**src/rtl/charlieplex_pwm_source.sv**
```systemverilog
// charlieplex_pwm_source
//   PWM grey-level source feeding charlieplex_display. Holds a double-buffered
//   per-pixel brightness framebuffer and emits a binary pixelstate vector that
//   changes only once per PIXELCOUNT-cycle scan (one subframe). A PWM period is
//   (2^BRIGHTBITS-1) subframes; level k is lit for exactly k subframes of it.
//   The host writes the back buffer; a commit swaps it into the front buffer at
//   the next period boundary so a displayed period never mixes two images.
//
// Optional build macro: CHARLIEPLEX_READBACK_EN adds a registered read port on
//   the back buffer (rd_addr / rd_data). Without it no read logic exists.
//
// Ports:
//   pixelclock      in   pixel clock, shared with charlieplex_display
//   reset_n         in   asynchronous active-low reset
//   wr_en           in   back-buffer write strobe
//   wr_addr         in   pixel index to write (>= PIXELCOUNT ignored)
//   wr_data         in   brightness value
//   commit          in   request back->front swap at the next period end
//   commit_pending  out  swap requested but not yet performed
//   commit_done     out  one-cycle pulse after the swap edge
//   frame_start     out  one-cycle pulse at each PWM period start
//   pixelstate      out  on/off vector for charlieplex_display
//   rd_addr         in   (readback build only) back-buffer read index
//   rd_data         out  (readback build only) back[rd_addr], one cycle later

module charlieplex_pwm_source #(
    parameter int PIXELCOUNT = 12,
    parameter int BRIGHTBITS = 4,
    localparam int ADDRBITS  = $clog2(PIXELCOUNT)
) (
    input  logic                  pixelclock,
    input  logic                  reset_n,
    input  logic                  wr_en,
    input  logic [ADDRBITS-1:0]   wr_addr,
    input  logic [BRIGHTBITS-1:0] wr_data,
    input  logic                  commit,
    output logic                  commit_pending,
    output logic                  commit_done,
    output logic                  frame_start,
`ifdef CHARLIEPLEX_READBACK_EN
    input  logic [ADDRBITS-1:0]   rd_addr,
    output logic [BRIGHTBITS-1:0] rd_data,
`endif
    output logic [PIXELCOUNT-1:0] pixelstate
);

    localparam logic [ADDRBITS-1:0]   SCAN_LAST = ADDRBITS'(PIXELCOUNT - 1);
    localparam logic [BRIGHTBITS-1:0] PWM_LAST  = BRIGHTBITS'((2 ** BRIGHTBITS) - 2);

    logic [BRIGHTBITS-1:0] front [PIXELCOUNT];
    logic [BRIGHTBITS-1:0] back  [PIXELCOUNT];

    logic [ADDRBITS-1:0]   scan_cnt;
    logic [BRIGHTBITS-1:0] pwm_cnt;

    logic                  scan_wrap;
    logic                  period_end;
    logic                  swap;
    logic                  wr_hit;
    logic [BRIGHTBITS-1:0] pwm_cnt_next;
    logic [BRIGHTBITS-1:0] front_next [PIXELCOUNT];
    logic [PIXELCOUNT-1:0] pix_next;

    always_comb begin
        scan_wrap  = (scan_cnt == SCAN_LAST);
        period_end = scan_wrap && (pwm_cnt == PWM_LAST);
        swap       = period_end && commit_pending;
        wr_hit     = wr_en && (32'(wr_addr) < PIXELCOUNT);

        pwm_cnt_next = pwm_cnt;
        if (scan_wrap) begin
            pwm_cnt_next = period_end ? '0 : pwm_cnt + BRIGHTBITS'(1);
        end

        // Compare against the post-swap image so the first subframe of a new
        // period already shows the newly committed frame.
        pix_next = '0;
        for (int unsigned i = 0; i < PIXELCOUNT; i++) begin
            front_next[i] = swap ? back[i] : front[i];
            pix_next[i]   = (front_next[i] > pwm_cnt_next);
        end
    end

    // Scan and PWM counters.
    always_ff @(posedge pixelclock or negedge reset_n) begin
        if (!reset_n) begin
            scan_cnt <= '0;
            pwm_cnt  <= '0;
        end else begin
            scan_cnt <= scan_wrap ? '0 : scan_cnt + ADDRBITS'(1);
            pwm_cnt  <= pwm_cnt_next;
        end
    end

    // Framebuffers. front samples back before this edge's write lands, so a
    // write on the swap edge only reaches the back buffer.
    always_ff @(posedge pixelclock or negedge reset_n) begin
        if (!reset_n) begin
            for (int unsigned i = 0; i < PIXELCOUNT; i++) begin
                front[i] <= '0;
                back[i]  <= '0;
            end
        end else begin
            for (int unsigned i = 0; i < PIXELCOUNT; i++) begin
                front[i] <= front_next[i];
            end
            if (wr_hit) begin
                back[wr_addr] <= wr_data;
            end
        end
    end

    // Commit handshake and frame markers. A commit arriving on the swap edge
    // is a fresh request for the following period.
    always_ff @(posedge pixelclock or negedge reset_n) begin
        if (!reset_n) begin
            commit_pending <= 1'b0;
            commit_done    <= 1'b0;
            frame_start    <= 1'b0;
        end else begin
            commit_pending <= swap ? commit : (commit_pending | commit);
            commit_done    <= swap;
            frame_start    <= period_end;
        end
    end

    // Output vector changes only at a scan wrap, stable for a whole scan.
    always_ff @(posedge pixelclock or negedge reset_n) begin
        if (!reset_n) begin
            pixelstate <= '0;
        end else if (scan_wrap) begin
            pixelstate <= pix_next;
        end
    end

`ifdef CHARLIEPLEX_READBACK_EN
    // Registered read of the back buffer; same-address write returns old data.
    always_ff @(posedge pixelclock or negedge reset_n) begin
        if (!reset_n) begin
            rd_data <= '0;
        end else if (32'(rd_addr) < PIXELCOUNT) begin
            rd_data <= back[rd_addr];
        end else begin
            rd_data <= '0;
        end
    end
`endif

endmodule

```
**config.mk**
```make
export PLATFORM = sky130hd
export DESIGN_NAME = charlieplex_pwm_source
export DESIGN_NICKNAME = d
export VERILOG_FILES = /design/src/rtl/charlieplex_pwm_source.sv
export SDC_FILE = /design/constraint.sdc
export NUM_CORES = 1
export LEC_CHECK = 0
export CORE_MARGIN = 5
export CORE_UTILIZATION = 30
export CTS_BUF_LIST = sky130_fd_sc_hd__clkbuf_4
export DETAILED_ROUTE_END_ITERATION = 7
export PLACE_DENSITY = 0.52
export SYNTH_ARGS = -nofsm -noshare
export SYNTH_HDL_FRONTEND = slang
export SYNTH_SLANG_ARGS = --single-unit
```
**constraint.sdc**
```tcl
create_clock -name pixelclock -period 7.9 [get_ports pixelclock]
set_input_delay 1.58 -clock pixelclock [delete_from_list [all_inputs] [get_ports pixelclock]]
set_output_delay 1.58 -clock pixelclock [all_outputs]
set_load 0.1 [all_outputs]
```
==> results, run 1 <==
- The run finished with clean final reports.
- The via count of the first global-routing pass is 4694.
- The initialized floorplan defines 52 standard-cell rows.
- The half-perimeter wire length after placement is 10200 um.
- In the final design database the tool counted 618 nets.
- The critical path starts at commit_pending.
- In this run the deepest clock path goes through 2 buffers.
- On the worst path, the slowest cell contributes a delay of 1.27 ns.
- The clock root buffer is clkbuf_4.
- The post-route minimum period is 4.25 ns.
- The iteration-0 DRC count of the detailed router is 394.
- The largest driver fanout on the critical path is 16.
- The hold violation total from the final report was 0.
- The number of filler cells placed in the layout is 2075.
- By instance count, the leading cell after synthesis is dfrtp_1.
- The maximum clock skew at final layout is 0.0162 ns.
- Dividing the detail-routed via count by the number of cells gives 5.28.
- Setup slack on the critical path of the routed design comes to 3.65 ns.
- The async set or reset register ratio after synthesis is 100%.
- For this design, the sink count on the clock tree is 119.
- In the synthesized netlist the dominant register cell turns out to be dfrtp_1.
- From left edge to right edge, the die measures 152 um.
- Prior to clock tree synthesis, the placed netlist has a worst setup slack of 3.96 ns.
- The wire length of the first global-routing pass is 26600 um.
- The worst setup path is launched from a register.
- For met1 alone, demand over resource in global routing was 19.3%.
- The worst ir drop on vdd is 0.0654 mV.
- After synthesis, the largest area contributor takes up 49.3% of total cell area.
- The met2 global-route usage is 23.1%.
- The number of cells in the finished layout apart from fillers is 875.
- The type of the most critical hold path is register to register.
- The share of cells above drive strength 1 is 17.5%.
- Across the run, the number of max-cap violations was 0.
- The final global-route overflow total is 0.
- The total clock buffers created by CTS is 17.
- Setup violations remaining at the end of the flow were counted as 0.
- The maximum number of pins on one net before global-route repair is 67.
- The floorplan die area is 23100 um2.
- After detailed placement, the design holds a cell count of 842.
- Ranked by instance count, the synthesized netlist is headed by dfrtp_1, nand2_1, mux2_2, o21ai_0, nor2_1.
- The terminating pin of the worst hold path is scan_cnt[0].
- The total negative setup slack is 0 ns.
- The endpoint of the lowest-slack register-to-register path is pixelstate[8].
- The worst hold path begins at scan_cnt[0].
- The routability congestion estimate from global placement is 0.770.
- In this run the post-CTS setup repair buffer count came out at 0.
- After clock tree synthesis, the clock-pin slew on the worst setup and hold paths is 0.09 ns.
- Dividing total power by cell area gives a power density of 178 nW/um2.
- The critical path's top delay family is buffers and inverters.
- After global routing, the most crowded layer is met2.
- The required time of the critical path is 6.32 ns.
- TritonCTS built the clock tree.
- The part of the Yosys area used for sequential elements is 49.3%.
- The initial standard-cell utilization of the core is 30.1%.
- The initial antenna violation count was 1.
- Across every metal layer, demand over resource in global routing totals 14.6%.
- The mean instance size in the synthesized netlist is 10.5 um2.
- The die is 152 um tall.
- Synthesis produced a netlist whose cell count is 575.
- Clock latency on the worst-skew pair, taken at its later pin, is 0.53 ns.
- The H-tree was split into 4 levels.
- In this run the static leakage power is 3.00 nW.
- After detailed routing, the average wire length per cell comes to 19.0 um.
- In this run the tightest slew margin relative to its limit is 33.4%.
- The worst setup path is captured at a primary output.
- In this run, synthesis inferred 0 flip-flops with an integrated enable.
- The slowest stage of the critical path belongs to the cell clkdlybuf4s50_1.
- The reg-to-reg critical path startpoint is scan_cnt[0].
- After synthesis the cells add up to 6040 um2.
- For the worst flop-to-flop path, the logic depth is 12.
- By area the synthesized netlist is led by dfrtp_1, mux2_2, nand2_1.
- Summed over all layers, the routed wires come to 16600 um.
- The post-route clock period utilization is 53.8%.
- The standard cell core area is 20000 um2.
- During synthesis, Yosys emitted a total of 0 warnings.
- Post-CTS repair changed the size of 0 cells.
- Compared with the post-synthesis result, the final layout area differs by 11.8%.
- The number of primary I/O pins is 27.
- Traced cell by cell, the critical path runs through clkdlybuf4s50_1.
- Counting flops and latches in the post-synthesis netlist gives 119.
- Buffers placed on the I/O ports in this run total 26.
- The routed layout has 4621 vias.
- The count of antenna-violating nets left after detailed routing is 0.
- Synthesis produced a netlist with a net count of 602.
- The fraction of met3 tracks used by global routing is 4.07%.
- The DRC violations left is 0.
- The hold-critical path depth is 1.
- The worst setup path is of the register to primary output kind.
- The number of different library cells used by synthesis comes to 57.
- Across all register-to-register paths, the minimum setup slack is 3.95 ns.
- Setup repair after global routing left no endpoint under its margin.
- Together, buffers and inverters on the worst path number 1.
- The count of pins over their slew limit is 0.
- After clock tree synthesis, the flow added hold-fix buffers numbering 0.
- The maximum frequency from static timing analysis is 235 MHz.
- dfrtp_1 takes more of the synthesized area than any other cell.
- The number of detailed-route iterations in the first pass is 8.
- The data arrival time of the critical path is 2.67 ns.
- The pin slew with the least headroom to its limit is 0.996 ns.
[report_power, final]
part           total [mW]  switching (mW)  internal (mW)
logic              0.0890          0.0374         0.0515
clock network       0.409           0.227          0.182
registers           0.707          0.0416          0.666
[worst max-delay path by stage]
stage / slack (ns) / to / depth (start not counted)
final: 3.65 / commit_pending / 1
after global routing: 3.58 / commit_pending / 1
after CTS: 3.61 / commit_pending / 1
after detailed placement: 3.96 / pixelstate[8] / 12
after global placement: 4.11 / pixelstate[8] / 12
after floorplan: 4.64 / pixelstate[8] / 13
[per-layer routing]
layer / up-vias / part of all wire (%)
met5: - / 0
met4: 0 / 2.4
met1: 2310 / 44
met2: 167 / 47
li1: 2110 / -
met3: 34 / 6.1
[kinds of logic after synthesis]
group | after synthesis | synth area share [%]
fa+ha+maj | 21 | 4.14
xor+xnor | 12 | 1.74
flops | 119 | 49.3
compound gates | 114 | 14.1
buf+inv | 54 | 4.16
mux | 65 | 12.1
simple gates | 190 | 14.5
[stage by stage]
step	hold slack, ns	power, mW	util (%)	instance area [um2]
6_report	0.473	1.20	33.7	6760
5_1_grt	0.496	1.27	33.7	6760
4_1_cts	0.479	1.22	33.7	6750
3_5_place_dp	0.466	0.811	32.5	6500
3_3_place_gp	0.445	0.806	32.5	6500
2_1_floorplan	0.432	0.764	-	6040
[layout make-up]
| cell class | instances | area (um2) | area share [%] |
|---|---|---|---|
| flip-flops and latches | 119 | 2980 | 44.1 |
| multi-input cells | 402 | 2810 | 41.6 |
| well taps | 270 | 338 | 5.00 |
| repair buffers | 32 | 303 | 4.48 |
| clock buffers | 18 | 135 | 2.00 |
| clock inverters | 14 | 115 | 1.70 |
| inverters | 19 | 73.8 | 1.09 |
| diodes | 1 | 2.50 | 0.0370 |
[cells in the final DEF, fill, tap and decap left out, types with 2 or more instances in the layout]
master           Yosys  layout
clkdlybuf4s50_1      0      25
bufinv_16            0       2
o221ai_1            12      12
inv_1               17      17
o21ai_1              7       7
a21oi_1              3       3
ha_1                15      15
o221a_2              9       9
dfrtp_1            119     119
buf_4                2       7
o22ai_1              8       8
a211oi_1            13      13
nand2_1            117     117
nor3b_1              2       2
nor2_1              20      20
mux2_2              54      54
o32ai_1             10      10
clkinv_1             0       6
maj3_2               2       2
xnor2_1             12      12
clkbuf_4             0      18
and3_1              12      12
o21ai_0             24      24
nand3_1             10      10
and4_1               2       2
clkinv_2             0       5
or3_1                2       2
o21a_1               5       5
maj3_1               4       4
o311a_1              2       2
nand4_1              8       8
nand3b_1             4       4
a21o_1               2       2
nand2b_1             5       5
mux2i_1             10      10
o31ai_1              9       9
[flip-flops by register name, indices dropped and copies added (netlist names)]
signal          flops
back               48
front              48
pixelstate         12
pwm_cnt             4
scan_cnt            4
commit_done         1
commit_pending      1
frame_start         1
Power figures use the tool's default switching activity.
==> inputs of run 2 (changes only) <==
--- a/config.mk
+++ b/config.mk
@@ -9,7 +9,7 @@
 export CORE_UTILIZATION = 30
 export CTS_BUF_LIST = sky130_fd_sc_hd__clkbuf_4
 export DETAILED_ROUTE_END_ITERATION = 7
-export PLACE_DENSITY = 0.52
+export PLACE_DENSITY = 0.54
 export SYNTH_ARGS = -nofsm -noshare
 export SYNTH_HDL_FRONTEND = slang
 export SYNTH_SLANG_ARGS = --single-unit
==> constraint.sdc (replaced) <==
create_clock -name pixelclock -period 3.74 [get_ports pixelclock]
set_input_delay 0.748 -clock pixelclock [delete_from_list [all_inputs] [get_ports pixelclock]]
set_output_delay 0.748 -clock pixelclock [all_outputs]
set_load 0.1 [all_outputs]
==> run 2 against run 1 <==
Non-clock buffer count grew 8. Core utilization grew 0.97 points. Worst hold slack lost 0.19 ns. Design area grew 2.9%. Critical path type is now register to register. Register-to-register slack lost 3.3 ns. Sequential share of layout area shrank 1.2 points. Sequential power grew 110%. Global-route usage grew 0.28 points.
==> results, run 2 (synthesis results as in run 1) <==
- The largest driver fanout on the critical path is 26 (+10).
- The worst register-to-register path ends at pixelstate[8].
- The number of primary I/O pins came to 27 (unchanged).
- The standard cell core area is 20000 um2 (unchanged).
- The data arrival time of the critical path is 3.53 ns (+0.86 ns).
- The final net count was 626 (+1.3%).
- The floorplan die area was 23100 um2 (unchanged).
- The leakage power of the design is 3.09 nW (+2.9%).
- The routability congestion estimate from global placement is 0.827 (+7.5%).
- STA classifies the critical path endpoint as a register.
- TritonCTS built the clock tree.
- The clock latency on the worst-skew pair is 0.53 ns (about the same).
- The maximum clock skew at final layout was 0.0224 ns (+0.00620 ns).
- The initial standard-cell utilization of the core is 30.1% (unchanged).
- The relative max-transition margin is 33.0% (-0.38 points).
- The max-cap check violation count is 0 (unchanged).
- The total inserted antenna cells was 0 (-1).
- The required time of the critical path is 4.15 ns (-2.17 ns).
- Leaving out fill and tap cells, the most frequent cell in the layout is dfrtp_1.
- The via count of the first global-routing pass is 4896 (+4.3%).
- The total clock buffers created by CTS is 17 (unchanged).
- The synthesis-to-finish area growth is 15.1%.
- The total wirelength of the detailed-routed design is 16800 um (+0.96%).
- The iteration-0 DRC count of the detailed router is 370 (-6.1%).
- The initial antenna violation count is 0 (-1).
- The aggregate global-route resource usage was 14.9% (+0.28 points).
- The worst ir drop on vdd is 0.227 mV (+250%).
- The flow ran to the end, and the final reports show no timing, DRC or antenna violations.
- The die outline width is 152 um (unchanged).
- The cell depth of the worst flop-to-flop path is 12 (unchanged).
- The number of detailed-route iterations in the first pass is 7 (-1).
- The total negative setup slack is 0 ns (unchanged).
- The mean routed wirelength per cell is 19.0 um (+0.16%).
- The post-CTS setup buffer count came to 0 (unchanged).
- The share of cells above drive strength 1 is 19.4% (+1.9 points).
- The half-perimeter wire length after placement is 10900 um (+7.6%).
- The number of failing setup endpoints in the final timing report was 0 (unchanged).
- The clock root buffer is clkbuf_4.
- In the layout the commonest cells are dfrtp_1, nand2_1, mux2_2, o21ai_0, clkdlybuf4s50_1.
- The count of antenna-violating nets left after detailed routing is 0 (unchanged).
- The pin slew with the least headroom to its limit is 1.00 ns (+0.00556 ns).
- The clock sink total was 119 (unchanged).
- The detailed-route via count is 4636 (+0.32%).
- The areal power density over the cells is 412 nW/um2 (+130%).
- The worst path uses 83.4% of the clock period.
- The number of gates resized after cts is 0 (unchanged).
- The hold violation total from the final report was 0 (unchanged).
- The buffer depth of the longest clock path is 2 (unchanged).
- The critical path is of the register to register type.
- In the final layout, the registers with the most flip-flops are back x48, front x48, pixelstate x12.
- The reg-to-reg critical path startpoint is pwm_cnt[0].
- The total power after layout is 2.86 mW (+140%).
- The count of pins over their slew limit was 0 (unchanged).
- The internal reg-to-reg setup slack is 0.62 ns (-3.33 ns).
- The clock transition at the registers of the reported paths is 0.11 ns (+0.02 ns).
- The number of placement rows is 52 (unchanged).
- The DRC violations left is 0 (unchanged).
- Setup repair after global routing left no endpoint under its margin.
- Timing would allow up to 321 MHz.
- The count of buffers inserted at the top-level ports came to 26 (unchanged).
- The final global-route overflow total is 0 (unchanged).
- The worst setup path is launched from a register.
- The number of H-tree levels came to 4 (unchanged).
- The detailed-route vias per instance is 5.26 (-0.47%).
- The vertical die dimension came to 152 um (unchanged).
- The wire length of the first global-routing pass is 27600 um (+3.5%).
- The post-route minimum period is 3.12 ns.
- The hold buffer count at cts was 0 (unchanged).
- The maximum number of pins on one net before global-route repair was 55 (-18%).
- In this run the worst hold path is classified as primary input to async pin.
-- run 2: cell type report --
class,instances,area [um2]
clock buffer,18,135
clock inverter,14,229
fill,2074,13100
inverter,19,73.8
multi-input combinational,402,2810
sequential,119,2980
tap,270,338
timing repair buffer,40,385
-- run 2: critical path, stage by stage (launching register included) --
cell and delay (ns):
dfrtp_1 0.49, inv_1 0.09, ha_1 0.27, and3_1 0.51, nand3_4 0.15, inv_4 0.29
nand2_1 0.09, nand2_1 0.09, ha_1 0.27, nor3b_1 0.16, a311oi_1 0.32, o31ai_1 0.13
o311a_1 0.14
-- run 2: routing by layer --
metal	track usage, %	share of wire [%]	vias to the layer above
met5	0	0	-
met4	4.32	1.9	0
li1	-	-	2118
met2	24.1	48	139
met1	19.9	46	2356
met3	3.78	4.2	23
-- run 2: per-stage QoR --
stage	area, um2	cells	util (%)	hold slack [ns]	setup WS, ns
5_1_grt	6950	882	34.7	0.286	0.431
2_1_floorplan	6040	575	-	0.432	0.477
4_1_cts	6950	882	34.7	0.258	0.614
6_report	6950	882	34.7	0.284	0.622
3_3_place_gp	6590	850	32.9	0.463	0.826
3_5_place_dp	6590	850	32.9	0.465	0.651
-- run 2: power breakdown --
part / switching [mW] / internal (mW) / total, mW
Clock: 0.513 / 0.667 / 1.18
Sequential: 0.0827 / 1.41 / 1.49
Combinational: 0.0816 / 0.111 / 0.193
Total: 0.678 / 2.18 / 2.86
-- run 2: worst max path at each step --
stage	startpoint	end	slack, ns	depth (start not counted)
2_1_floorplan	commit_pending	pixelstate[8]	0.48	13
3_3_place_gp	pwm_cnt[0]	pixelstate[8]	0.83	12
3_5_place_dp	pwm_cnt[0]	pixelstate[8]	0.65	12
4_1_cts	pwm_cnt[0]	pixelstate[8]	0.61	12
5_1_grt	pwm_cnt[0]	pixelstate[8]	0.43	12
6_report	pwm_cnt[0]	pixelstate[8]	0.62	12
==> RTL edit 1, RTL diff (flow settings as in run 2) <==
The option `CHARLIEPLEX_READBACK_EN` is turned on by a define.
--- a/src/rtl/charlieplex_pwm_source.sv
+++ b/src/rtl/charlieplex_pwm_source.sv
@@ -22,6 +22,8 @@
 //   pixelstate      out  on/off vector for charlieplex_display
 //   rd_addr         in   (readback build only) back-buffer read index
 //   rd_data         out  (readback build only) back[rd_addr], one cycle later
+
+`define CHARLIEPLEX_READBACK_EN
 
 module charlieplex_pwm_source #(
     parameter int PIXELCOUNT = 12,
Ports: changed (added rd_addr and rd_data); port bits go from 27 to 35. No check against the original RTL was run, so the function may have changed too.
==> RTL edit 1 against run 2 <==
  * Worst setup slack gained 0.11 ns
  * Power rose by 5.2%
  * Synthesized area grew 5.6%
  * Cell count is 12% lower
  * Routed wire length fell by 12%
  * Cell area rose by 4.8%
  * Maximum frequency rose by 3.7%
  * Sequential cell count is 4 higher
  * Worst hold slack got worse by 0.072 ns
  * Synthesized cell count fell by 21%
  * Sequential share of layout area shrank 0.58 points
  * Clock power decreased by 13%
  * Critical endpoint is now pixelstate[4]$_DFFE_PN0N_
  * Largest power group unchanged
==> RTL edit 1: results (changes against run 2) <==
* Gpl congestion at 0.8184 (-1.1%)
* Pre-CTS setup slack at 0.7745 ns (+0.1231 ns)
* Worst path slowest cell: dfrtp_1
* # port buffers at 34 (+31%)
* Seq/Total Area, Yosys at 48.25% (-1.0 points)
* Plain + repair buffers at 41 (+2.5%)
* Clk slew on worst S/H paths at 0.13 ns (+0.02 ns)
* Clock Latency Late Sink at between 0.5 and 0.6 ns
* Iter 0 DRT Violations at 256 (-31%)
* Synth cell count leaders: 123 x dfrtp_1, 61 x mux2_2, 36 x mux2_4
* Slew margin rel. at 33.70% (+0.67 points)
* VDD IR max at 0.0002657 V (+17%)
* Placed insts at 747 (-12%)
* WL/cell at 18.83 microns (-1.0%)
* Mean Syn Cell Area at 14.08 sq um (+34%)
* HPWL after detailed placement at 10.33 mm (-5.6%)
* Syn_nets at 484 (-20%)
* Seq Cell Count at 123 (+3.4%)
* Fill cells at 2,096 (+1.1%)
* Initial antenna violation count at 1 (+1)
* Reg-to-Reg End: pixelstate[4]$_DFFE_PN0N_
* Router iterations before antenna repair at 6 (-1)
* Clock network power share at 34.1% (-7.1 points)
* Nets at 522 (-17%)
* Sw Ratio at 28.08% (+4.4 points)
* Ant. Diodes at 1 (+1)
* Area of the multi-input gates at 0.003108 sq mm (+11%)
* Vias in the first global route at 4,020 (-18%)
* ClkCell Share at 4.226% (-1.0 points)
* Lkg Pwr at 3.125 nW (+1.2%)
* Gr usage total at 12.60% (-2.3 points)
* Max Fanout on Critical Path at 13 (-50%)
* Share of cells above drive strength 1 at 38.89% (+19 points)
* Comb pwr at 0.375 mW (+94%)
* CP delay by family, top: adder cells
* Maximum root-to-sink buffer count at 2 (unchanged)
* Worst-case clock skew at 0.02600 ns (+0.003633 ns)
* Count of different cell masters after synthesis at 47 (-18%)
* Vias at 3,816 (-18%)
* Final hold violation count at 0 (unchanged)
* Non-clk buf share at 5.703% (+0.16 points)
* Number of clock buffers in the layout at 17 (-1)
* Global-route wire length before repair at 23.65 mm (-14%)
* Area of placed instances at 0.006973 sq mm (+5.9%)
* R2R Setup Slk at 0.73 ns (+0.11 ns)
* Outcome: finished clean
* Storage cell area at 0.003078 sq mm (+3.4%)
* Worst Path Arrival at 3.41 ns (-0.12 ns)
* Area grow syn2layout at 14.18%
* WL final at 14.69 mm (-12%)
-- RTL edit 1: changes by cell type after synthesis, sizes merged, moves of 13 or more --
cell	before	now
inv	19	6
a211oi	13	0
o21ai	31	8
nand2	117	17
xnor2	12	25
mux2	54	97
-- RTL edit 1: layer usage --
layer / GRT usage (%) / share of wire [%]
met1: 18.43 / 51
met2: 18.15 / 44
met3: 2.718 / 3.1
met4: 4.960 / 2.1
met5: 0 / 0
-- RTL edit 1: cell families (layout without fill, tap and decap cells) --
group	count (synthesis)	count (layout)	share of synthesized area, %
DFF	123	123	48.25
buffers and inverters	28	79	3.021
xor gates and xnor gates	37	37	5.080
and+or+nand+nor	74	74	7.768
other	0	1	0
muxes	114	114	24.26
AOI/OAI and AO/OA	50	50	6.591
adders and majority gates	27	27	5.022
-- RTL edit 1: stage by stage --
step	power (mW)	hold WS (ns)
after floorplan	1.817	0.4311
after global placement	2.008	0.4452
after detailed placement	2.013	0.4575
after CTS	3.045	0.1962
after global routing	3.141	0.2309
final	3.009	0.2122
==> RTL edit 2, RTL diff (config.mk and constraints of run 2) <==
Made on the original files. Add an input register stage for `wr_en`, `wr_addr`, `wr_data` and `commit`; this delays them by one clock.
--- a/src/rtl/charlieplex_pwm_source.sv
+++ b/src/rtl/charlieplex_pwm_source.sv
@@ -47,6 +47,18 @@
     localparam logic [ADDRBITS-1:0]   SCAN_LAST = ADDRBITS'(PIXELCOUNT - 1);
     localparam logic [BRIGHTBITS-1:0] PWM_LAST  = BRIGHTBITS'((2 ** BRIGHTBITS) - 2);
 
+    logic wr_en_q;
+    logic [ADDRBITS-1:0] wr_addr_q;
+    logic [BRIGHTBITS-1:0] wr_data_q;
+    logic commit_q;
+
+    always_ff @(posedge pixelclock) begin
+        wr_en_q   <= wr_en;
+        wr_addr_q <= wr_addr;
+        wr_data_q <= wr_data;
+        commit_q  <= commit;
+    end
+
     logic [BRIGHTBITS-1:0] front [PIXELCOUNT];
     logic [BRIGHTBITS-1:0] back  [PIXELCOUNT];
 
@@ -65,7 +77,7 @@
         scan_wrap  = (scan_cnt == SCAN_LAST);
         period_end = scan_wrap && (pwm_cnt == PWM_LAST);
         swap       = period_end && commit_pending;
-        wr_hit     = wr_en && (32'(wr_addr) < PIXELCOUNT);
+        wr_hit     = wr_en_q && (32'(wr_addr_q) < PIXELCOUNT);
 
         pwm_cnt_next = pwm_cnt;
         if (scan_wrap) begin
@@ -105,7 +117,7 @@
                 front[i] <= front_next[i];
             end
             if (wr_hit) begin
-                back[wr_addr] <= wr_data;
+                back[wr_addr_q] <= wr_data_q;
             end
         end
     end
@@ -118,7 +130,7 @@
             commit_done    <= 1'b0;
             frame_start    <= 1'b0;
         end else begin
-            commit_pending <= swap ? commit : (commit_pending | commit);
+            commit_pending <= swap ? commit_q : (commit_pending | commit_q);
             commit_done    <= swap;
             frame_start    <= period_end;
         end
Check against the original RTL: not equivalent (Yosys sat finds a counterexample within 4 cycles, from zero or initial values and one cycle with reset_n low).
==> RTL edit 2 against run 2 <==
  * Worst setup slack better by 0.047 ns
  * Synthesized area is 3.3% higher
  * Non-clock buffer count stayed put
  * Cell area is 1.9% higher
  * Power is 2.7% lower
  * Routed wire length is 0.99% lower
  * Sequential cell count is 10 higher
  * Largest power group unchanged
==> RTL edit 2: results (changes against run 2) <==
* Outcome: finished clean
* Share of cells above drive strength 1 at 18.97% (-0.47 points)
* Clock root cell: clkbuf_4
* Clock Latency Late Sink at about 0.54 ns
* Worst hold slack at 0.3065 ns (+0.02218 ns)
* Clk slew on worst S/H paths at 0.12 ns
* Post-synthesis mux area share at 11.71% (-0.39 points)
* Clock buffers created by TritonCTS at 17 (unchanged)
* Final non-filler cell total at 893 (+1.2%)
* Synth cell count leaders: 119 x dfrtp_1, 117 x nand2_1, 54 x mux2_2
* Lkg Pwr at 3.144 nW (+1.8%)
* Synth Area in Compound Gates at 13.65% (-0.45 points)
* R2R Setup Slk at 0.67 ns (+0.05 ns)
* YS warnings at 0 (unchanged)
* # port buffers at 26 (unchanged)
* Nets at 636 (+1.6%)
* Global-route wire length before repair at 26.89 mm (-2.5%)
* Reg-to-Reg End: pixelstate[8]$_DFFE_PN0N_
* Worst-case clock skew at 0.02182 ns (-0.0005514 ns)
* Worst Path Arrival at 3.51 ns (-0.02 ns)
* Slew margin rel. at 34.28% (+1.2 points)
* Pre-CTS setup slack at 0.6619 ns (+0.01052 ns)
* HPWL after detailed placement at 10.72 mm (-2.0%)
* Largest net degree at the start of global routing at 63 (+15%)
* Largest stage delay, worst path at 0.49 ns (-0.02 ns)
* PostCTS Resize Cnt at 0 (unchanged)
* Worst path slowest cell: dfrtp_1
* Area of placed instances at 0.006787 sq mm (+3.0%)
* Top Registers: back: 48 flops, front: 48 flops, pixelstate: 12 flops
* Gr usage total at 14.50% (-0.41 points)
* DR vias/cell at 5.234 (-0.42%)
* WL/cell at 18.61 microns (-2.2%)
* Period utilization at 82.13% (-1.2 points)
* Most area-consuming cells after synthesis: dfrtp_1 48%, mux2_2 9.7%, nand2_1 7.0%
* Iter 0 DRT Violations at 373 (+0.81%)
* Max Fanout on Critical Path at 28 (+7.7%)
* Router iterations before antenna repair at 4 (-3)
* Syn_nets at 612 (+1.7%)
* Gpl congestion at 0.7801 (-5.7%)
* Placed insts at 860 (+1.2%)
* Routed metal-1 wire length at 7.887 mm (+1.9%)
* Vias in the first global route at 4,831 (-1.3%)
* Seq/Total Area, Yosys at 50.92% (+1.6 points)
* Setup bufs post-CTS at 0 (unchanged)
* Top_reg_cell synth: dfrtp_1
* Origin of the worst setup path: pwm_cnt[0]$_DFF_PN0_
* Count of different cell masters after synthesis at 58 (+1.8%)
* Area share of fa/ha/maj cells after synthesis at 4.010% (-0.13 points)
* H-tree depth at 4 (unchanged)
* Initial antenna violation count at 1 (+1)
* Met2 routed WL at 7.693 mm (-4.1%)
* HP Class: in2async
* Met3 wire len at 731 microns (+3.5%)
* Synth async-reset ratio at 92.25% (-7.8 points)
* Xor/xnor share of the synthesized area at 1.684% (-0.056 points)
* Highest metal used: met4
* VDD IR max at 0.0001668 V (-26%)
* Mean Syn Cell Area at 10.67 sq um (+1.5%)
* Maximum root-to-sink buffer count at 2 (unchanged)
-- RTL edit 2: cell count changes after synthesis --
| cell | before | now |
|---|---|---|
| dfxtp_1 | 0 | 10 |
-- RTL edit 2: layer usage --
metal	GRT usage, %	up-vias
met5	0	-
li1	-	2162
met2	22.52	124
met4	4.668	0
met1	19.72	2364
met3	3.940	24
-- RTL edit 2: area by class of cell --
class                           count  area (sq um)
Clock inverter                     15         166.4
Multi-Input combinational cell    402          2811
Fill cell                        2030         13280
Clock buffer                       17         127.6
Timing Repair Buffer               40         385.4
Sequential cell                   129          3178
Tap cell                          270         337.8
Antenna cell                        1         2.502
Inverter                           19         73.82
-- RTL edit 2: power breakdown --
part / internal [mW] / total (mW) / switching [mW]
clock network: 0.457 / 0.991 / 0.534
logic: 0.110 / 0.175 / 0.0647
registers: 1.52 / 1.62 / 0.101
-- RTL edit 2: logic make-up after synthesis --
logic type | after synthesis
mux | 65
flops | 129
xor+xnor | 12
compound gates | 114
simple gates | 190
fa+ha+maj | 21
buf+inv | 54
